==> src/rtl/sample_dump.sv <==
// sample_dump: dumps SDRAM words 0..LAST_ADDR to the serial transmitter, each word sent LSB byte first.
// Ports: clk, rst (sync, active-high); start pulse; SDRAM read side addr/in_valid/busy/data_out/out_valid;
//   serial side tx_data/new_tx_data/tx_busy; status active (RUN/DRAIN/CSUM) and done (DONE).
// Option: define SAMPLE_DUMP_CHECKSUM_EN to append one XOR-of-all-data-bytes checksum byte per dump.
module sample_dump #(
  parameter int                ADDR_W     = 23,
  parameter int                DATA_W     = 32,
  parameter int                FIFO_DEPTH = 4,
  parameter logic [ADDR_W-1:0] LAST_ADDR  = 23'h7FFFFF
) (
  input  logic              clk,
  input  logic              rst,
  input  logic              start,
  output logic [ADDR_W-1:0] addr,
  output logic              in_valid,
  input  logic              busy,
  input  logic [DATA_W-1:0] data_out,
  input  logic              out_valid,
  output logic [7:0]        tx_data,
  output logic              new_tx_data,
  input  logic              tx_busy,
  output logic              active,
  output logic              done
);

  localparam int NB = DATA_W / 8;
  localparam int PW = $clog2(FIFO_DEPTH);
  localparam int CW = PW + 1;
  localparam int BW = $clog2(NB + 1);
  localparam logic [CW-1:0] DEPTH_C = CW'(FIFO_DEPTH);
  localparam logic [BW-1:0] NB_C    = BW'(NB);

  typedef enum logic [2:0] {
    S_IDLE,
    S_RUN,
    S_DRAIN,
    S_DONE
`ifdef SAMPLE_DUMP_CHECKSUM_EN
    , S_CSUM
`endif
  } state_t;

  state_t state, nstate;

  logic [ADDR_W-1:0] cur_addr;
  logic [CW-1:0]     credits;
  logic [DATA_W-1:0] mem [FIFO_DEPTH];
  logic [PW-1:0]     wr_ptr, rd_ptr;
  logic [CW-1:0]     fcnt;
  logic [DATA_W-1:0] sh;        // word being serialized, shifted right per byte
  logic [BW-1:0]     ser_cnt;   // bytes still to send; 0 = serializer idle
  logic              guard;     // one dead cycle after every strobe
  logic              req, push, pop, strobe, last_strobe, start_ok, csum_strobe;
`ifdef SAMPLE_DUMP_CHECKSUM_EN
  logic [7:0]        csum;
`endif

  // State register
  always_ff @(posedge clk) begin
    if (rst) state <= S_IDLE;
    else     state <= nstate;
  end

  // Next-state logic
  always_comb begin
    nstate = state;
    case (state)
      S_IDLE, S_DONE: if (start) nstate = S_RUN;
      S_RUN:          if (req && cur_addr == LAST_ADDR) nstate = S_DRAIN;
      // Zero credits means every requested word has fully left the serializer.
      S_DRAIN: if (credits == '0 && ser_cnt == '0) begin
`ifdef SAMPLE_DUMP_CHECKSUM_EN
        nstate = S_CSUM;
`else
        nstate = S_DONE;
`endif
      end
`ifdef SAMPLE_DUMP_CHECKSUM_EN
      S_CSUM:         if (csum_strobe) nstate = S_DONE;
`endif
      default:        nstate = S_IDLE;
    endcase
  end

  // FSM outputs
  always_comb begin
    start_ok = start && (state == S_IDLE || state == S_DONE);
    req      = (state == S_RUN) && !busy && (credits < DEPTH_C);
    active   = (state == S_RUN) || (state == S_DRAIN)
`ifdef SAMPLE_DUMP_CHECKSUM_EN
               || (state == S_CSUM)
`endif
               ;
    done     = (state == S_DONE);
  end

  // Datapath strobes and output muxing
  always_comb begin
    push        = out_valid && (state != S_IDLE);   // stale returns after reset are dropped
    pop         = (ser_cnt == '0) && (fcnt != '0);
    strobe      = (ser_cnt != '0) && !guard && !tx_busy;
    last_strobe = strobe && (ser_cnt == BW'(1));
    csum_strobe = 1'b0;
    tx_data     = sh[7:0];
`ifdef SAMPLE_DUMP_CHECKSUM_EN
    if (state == S_CSUM) begin
      csum_strobe = !guard && !tx_busy;
      tx_data     = csum;
    end
`endif
    new_tx_data = strobe || csum_strobe;
    in_valid    = req;
    addr        = cur_addr;
  end

  // FIFO storage needs no reset; occupancy is tracked by fcnt.
  always_ff @(posedge clk) begin
    if (push) mem[wr_ptr] <= data_out;
  end

  always_ff @(posedge clk) begin
    if (rst) begin
      cur_addr <= '0;
      credits  <= '0;
      wr_ptr   <= '0;
      rd_ptr   <= '0;
      fcnt     <= '0;
      sh       <= '0;
      ser_cnt  <= '0;
      guard    <= 1'b0;
`ifdef SAMPLE_DUMP_CHECKSUM_EN
      csum     <= '0;
`endif
    end else begin
      guard <= new_tx_data;

      // Address stays on LAST_ADDR once reached; the request there is the final one.
      if (start_ok)                          cur_addr <= '0;
      else if (req && cur_addr != LAST_ADDR) cur_addr <= cur_addr + ADDR_W'(1);

      if (start_ok)                 credits <= '0;
      else if (req && !last_strobe) credits <= credits + CW'(1);
      else if (!req && last_strobe) credits <= credits - CW'(1);

      if (push) wr_ptr <= wr_ptr + PW'(1);
      if (pop)  rd_ptr <= rd_ptr + PW'(1);
      if (push && !pop)      fcnt <= fcnt + CW'(1);
      else if (!push && pop) fcnt <= fcnt - CW'(1);

      if (pop) begin
        sh      <= mem[rd_ptr];
        ser_cnt <= NB_C;
      end else if (strobe) begin
        sh      <= sh >> 8;
        ser_cnt <= ser_cnt - BW'(1);
      end

`ifdef SAMPLE_DUMP_CHECKSUM_EN
      if (start_ok)    csum <= '0;
      else if (strobe) csum <= csum ^ sh[7:0];
`endif
    end
  end

endmodule

==> config.mk <==
export PLATFORM = sky130hd
export DESIGN_NAME = sample_dump
export DESIGN_NICKNAME = d
export VERILOG_FILES = /design/src/rtl/sample_dump.sv
export SDC_FILE = /design/constraint.sdc
export NUM_CORES = 1
export LEC_CHECK = 0
export BUFFER_PORTS_ARGS = -buffer_cell sky130_fd_sc_hd__buf_2
export CAP_MARGIN = 20
export CORE_ASPECT_RATIO = 1.25
export CORE_MARGIN = 2
export CORE_UTILIZATION = 40
export CTS_BUF_LIST = sky130_fd_sc_hd__clkbuf_4
export DETAILED_ROUTE_END_ITERATION = 12
export PLACE_DENSITY = 0.55
export REMOVE_ABC_BUFFERS = 1
export SYNTH_ARGS = -nofsm -noshare
export SYNTH_HDL_FRONTEND = slang
export SYNTH_SLANG_ARGS = --single-unit
export TNS_END_PERCENT = 50
==> constraint.sdc <==
create_clock -name clk -period 3.39 [get_ports clk]
set_input_delay 0.5085 -clock clk [delete_from_list [all_inputs] [get_ports clk]]
set_output_delay 0.5085 -clock clk [all_outputs]
set_load 0.01 [all_outputs]
Word-level counts from Yosys, hierarchy flattened
Memory sizes are Yosys's and may differ from the RTL's. A register that Yosys moved wholly into a read port is not among the register bits.
Cells that the tools add are included.
{"block": "op_classes", "n_reduce_logical": 37, "mux": 16, "n_addsub": 8, "magnitude_cmp": 1, "eq_ne": 9}
{"op": "2-to-1 mux 32 bit", "n": 2}
{"op": "2-to-1 mux 3 bit", "n": 9}
{"op": "adder 23 x 1 -> 23 bit, second input constant", "n": 1}
{"op": "equality test 23 bit, second input constant", "n": 1}
{"op": "!= test 23 bit, second input constant", "n": 1}
{"op": "logical AND 1 bit", "n": 15}
{"op": "logical NOT 3 bit", "n": 3}
{"op": "one-hot mux 3 bit (3 select lines)", "n": 1}
{"op": "nonzero test 3 bit", "n": 3}
{"op": "subtractor 3 x 1 -> 3 bit, second input constant", "n": 3}
{"op": "logical NOT 1 bit", "n": 7}
{"op": "adder 3 x 1 -> 3 bit, second input constant", "n": 2}
{"op": "equality test 3 x 1 -> 1 bit, second input constant", "n": 2}
{"op": "equality test 3 x 2 -> 1 bit, second input constant", "n": 2}
{"op": "!= test 2 bit, second input constant", "n": 3}
{"op": "nonzero test 2 bit", "n": 3}
{"op": "OR reduction 2 bit", "n": 3}
{"op": "adder 2 x 1 -> 2 bit, second input constant", "n": 2}
{"op": "2-to-1 mux 2 bit", "n": 2}
{"op": "< comparator 3 bit, second input constant", "n": 1}
{"op": "AND reduction 3 bit", "n": 1}
{"op": "logical OR 1 bit", "n": 2}
{"op": "2-to-1 mux 1 bit", "n": 2}
{"block": "word_totals", "word_cells": 82, "input_bits": 38, "output_inout_bits": 35, "memories": 1, "ramBits": 128, "regBits": 72}
{"memory": "mem", "words": 4, "word_bits": 32, "read_ports": 1, "rd_ports_with_merged_regs": 1, "wr": 1, "line_no": "47", "source": "logic [DATA_W-1:0] mem [FIFO_DEPTH];"}

Longest topological paths before layout
{"block": "logic_depth", "word_depth": 7, "mapped_depth": 15}

Worst setup path before layout
Ideal clock, no wire load.
{"block": "synth_timing", "path_kind": "register to register", "startpoint": "register ser_cnt[0]", "endpoint": "register credits[2]", "required_time_ns": 3.319, "period_less_slack_ns": 2.623, "t_arrival_ns": 2.552, "stages_incl_launch_ff": 16, "n_path_buf": 3, "path_slack_ns": 0.767, "path_cell_list": "dfxtp_1 inv_1 ha_1 nor2b_1 or3_1 buf_2 inv_2 buf_4 buf_4 nand3b_1 ha_1 inv_1 fa_1 xor2_1 or3_1 a21oi_1"}
{"block": "synth_via", "elab_chain_len": 7, "elab_cells_between_ends": 10}
{"element": "start, declared", "line_no": "51", "source": "logic [BW-1:0] ser_cnt;"}
{"element": "start signal, assigned", "line_no": "155", "source": "ser_cnt <= ser_cnt - BW'(1);"}
{"element": "nonzero test 3 bit *", "line_no": "101", "source": "strobe = (ser_cnt != '0) && !guard && !tx_busy;"}
{"element": "logical AND 1 bit * (2 in a row)", "line_no": "101"}
{"element": "named net new_tx_data", "line_no": "20", "source": "output logic new_tx_data,"}
{"element": "logical AND 1 bit *", "line_no": "102", "source": "last_strobe = strobe && (ser_cnt == BW'(1));"}
{"element": "logical NOT 1 bit", "line_no": "142", "source": "else if (req && !last_strobe) credits <= credits + CW'(1);"}
{"element": "logical AND 1 bit", "line_no": "142"}
{"element": "2-to-1 mux 3 bit / nonzero test 2 bit (equally long branches)"}
{"element": "end signal, assigned", "line_no": "142"}
{"element": "end signal, assigned", "line_no": "143", "source": "else if (!req && last_strobe) credits <= credits - CW'(1);"}
{"element": "end, declared", "line_no": "46", "source": "logic [CW-1:0] credits;"}
The timed path passes the listed nets; every way through them passes the cells marked *.
A chain may end at the register's enable or synchronous reset.

Worst setup path in the final report
{"block": "layout_timing", "startpoint": "register ser_cnt[0]", "endpoint": "output port new_tx_data"}
{"block": "layout_via", "elab_chain_len": 3}
{"element": "nonzero test 3 bit", "line_no": "101"}
{"element": "logical AND 1 bit (2 in a row)", "line_no": "101"}
{"element": "end, declared", "line_no": "20"}
Every way passes these cells.

==> flow_summary.yaml <==
worst_setup_path:
  reg2reg_from: "state[1]"
  r2r-end: "credits[2]"
  cp-end-kind: "output port"
  cp_slowest_cell: "dfxtp_1"
  required_ns: 2.88
  critPathLaunchType: "flip-flop"
  slowest_delay_ns: 0.37
  cp_cell_sequence: "inv_1 > ha_1 > nor2b_1 > or3_1 > inv_2 > buf_4 > buf_2"
  critPathBufInv: 4
  cp_top_family: "buffers and inverters"
  crit_path_max_fanout: 19
  rrSetupSlack_ns: 0.79
  crit_arrival_ns: 2.47
  reg2reg_depth: 10
  crit_type: "reg2out"
final_layout:
  final_common_cell: "edfxtp_1"
  drive_above_1_share_pct: 30.6
  fin_util_pct: 46.7
  area_growth_pct: 15.0
  final_cell_mix: "128 x edfxtp_1, 79 x clkbuf_4, 72 x dfxtp_1, 72 x buf_2, 54 x nand2_1"
  nets: 720
synth:
  synth_edf_count: 128
  synth_top_area_share_pct: 47.2
  ys_seq_area_share_pct: 65.2
  syn_avg_cell_area_um2: 14.3
  syn_inst: 571
  synth_seq_cells: 201
  yosys-top-cells-area: "edfxtp_1 47%, dfxtp_1 18%, mux4_2 8.9%"
  yosys.cell_types.count: 50
  synth.largest_area_cell: "edfxtp_1"
  yosysWarnings: 0
  async_flop_share_pct: 0
  netlist_area_um2: 8140
  synth_ff_type: "edfxtp_1"
place:
  portBuffers: 72
  pre_cts_ws_ns: 0.804
  place.gp.congestion: 0.801
  hpwl_mm: 10.0
clock_network:
  cts_setup_buffers: 0
  cts-root-buf: "clkbuf_4"
  ctsResizeCount: 0
  clkTransAtPathRegs_ns: 0.07
  clockBufferDepth: 3
  cts_tree: "built"
  cts.htree.levels: 2
  numCtsBuffers: 50
  cts.sinks: 201
  ctsHoldBuffers: 0
  clk_latency_ns: 0.64
routing:
  drt_pass1_iterations: 4
  ant_nets: 0
  drcViolationCount: 0
  via_per_inst: 5.06
  wl_mm: 16.8
  drtIter0Drc: 288
  vias: 4957
  wire_per_inst_um: 17.1
sta:
  fin_ws_ns: 0.414
  finalCritPeriodShare_pct: 87.8
  relSlewSlack_pct: 40.7
  fin_skew_ns: 0.0422
  fin_crit_ns: 2.98
  final_max_slew_viol_count: 0
  fmax_ghz: 0.336
  tightest_slew_ns: 0.889
  final-hold-violation-count: 0
  setup_viol: 0
  timing.setup.tns_ns: 0
  rsz0062_at_grt: "false"
worst_hold_path:
  hold_class: "in2reg"
  hold_end: "mem[1][16]"
  hold_depth: 1
  hp-start: "data_out[16]"
run:
  drv_cap: 0
floorplan:
  die-area_um2: 21500
  initial_utilization_pct: 40.6
  die_w_um: 132
  num_rows: 58
  die_h_um: 163
  core_area_um2: 20000
  io_pins: 73
power:
  p_leak_nw: 3.46
  irDropWorstVdd_mv: 0.341
  total_power_mw: 7.03
  p_per_area_nw_per_um2: 751
global_routing:
  grt_remaining_overflow: 0
  grt_pass1_vias: 5158
  grt_first_pass_wirelength_mm: 26.8
  grt_util_all_layers_pct: 15.9
  grt_max_degree: 49
  antenna_found_initial: 1
status:
  status: "completed"
## cells in the mapped netlist, drive strengths merged, types with 7 or more instances
master    n
edfxtp  128
dfxtp    73
nand2    54
nor2     42
a21oi    40
buf      33
mux4     32
a22oi    16
nand3    15
ha       14
xnor2    12
inv      11
nand4    11
xor2      9
a311oi    8
clkbuf    8
and3      7
## power breakdown
group / switching [mW] / total [mW] / internal (mW)
Sequential: 0.204 / 3.21 / 3.00
Combinational: 1.07 / 1.82 / 0.751
Clock: 0.937 / 2.00 / 1.06
Total: 2.21 / 7.03 / 4.82
## metrics by stage
stage | cell area [µm²] | hold WS (ns) | instances
finish | 9360 | 0.0776 | 979
global route | 9350 | 0.0258 | 977
CTS | 9350 | 0.0261 | 977
detailed placement | 8700 | 0.445 | 884
global placement | 8700 | 0.437 | 884
floorplan | 7900 | 0.426 | 530
## metal layers
| layer | GRT usage, % | vias up | wire length, µm | part of all wire, % |
|---|---|---|---|---|
| li1 | - | 2369 | - | - |
| met1 | 18.4 | 2402 | 6850 | 41 |
| met2 | 28.2 | 154 | 8610 | 51 |
| met3 | 4.31 | 32 | 978 | 5.8 |
| met4 | 6.23 | 0 | 345 | 2.1 |
| met5 | 0 | - | 0 | 0 |
## flip-flops by register name (all words and copies together) (netlist names), named ones only
name / count
mem: 128
guard: 1
rd_ptr: 2
credits: 3
state: 2
fcnt: 3
ser_cnt: 3
sh: 32
wr_ptr: 2
addr: 23
## worst max path at each step
stage | startpoint | endpoint | slack (ns) | cells past startpoint
4_1_cts | ser_cnt[0] | new_tx_data | 0.36 | 7
2_1_floorplan | ser_cnt[0] | fcnt[2] | 0.17 | 11
3_3_place_gp | state[1] | credits[2] | 0.91 | 10
6_report | ser_cnt[0] | new_tx_data | 0.41 | 7
3_5_place_dp | state[1] | credits[2] | 0.80 | 10
5_1_grt | ser_cnt[0] | new_tx_data | 0.23 | 7
## logic make-up after synthesis
group / share of synthesized area (%)
flip-flops: 65.2
AND/OR/NAND/NOR: 9.62
AO/OA/AOI/OAI: 7.24
buffers and inverters: 3.60
multiplexers: 9.47
XOR/XNOR: 2.26
adder cells (fa/ha/maj): 2.64
## layout make-up
| type | instances | area (µm²) |
|---|---|---|
| clock buffer | 79 | 593 |
| multi-input combinational | 316 | 2540 |
| antenna | 2 | 5.00 |
| inverter | 13 | 50.0 |
| timing repair buffer | 84 | 463 |
| sequential | 201 | 5310 |
| tap | 270 | 338 |
| clock inverter | 14 | 61.3 |
| fill | 1810 | 10700 |
Power figures use the tool's default switching activity.
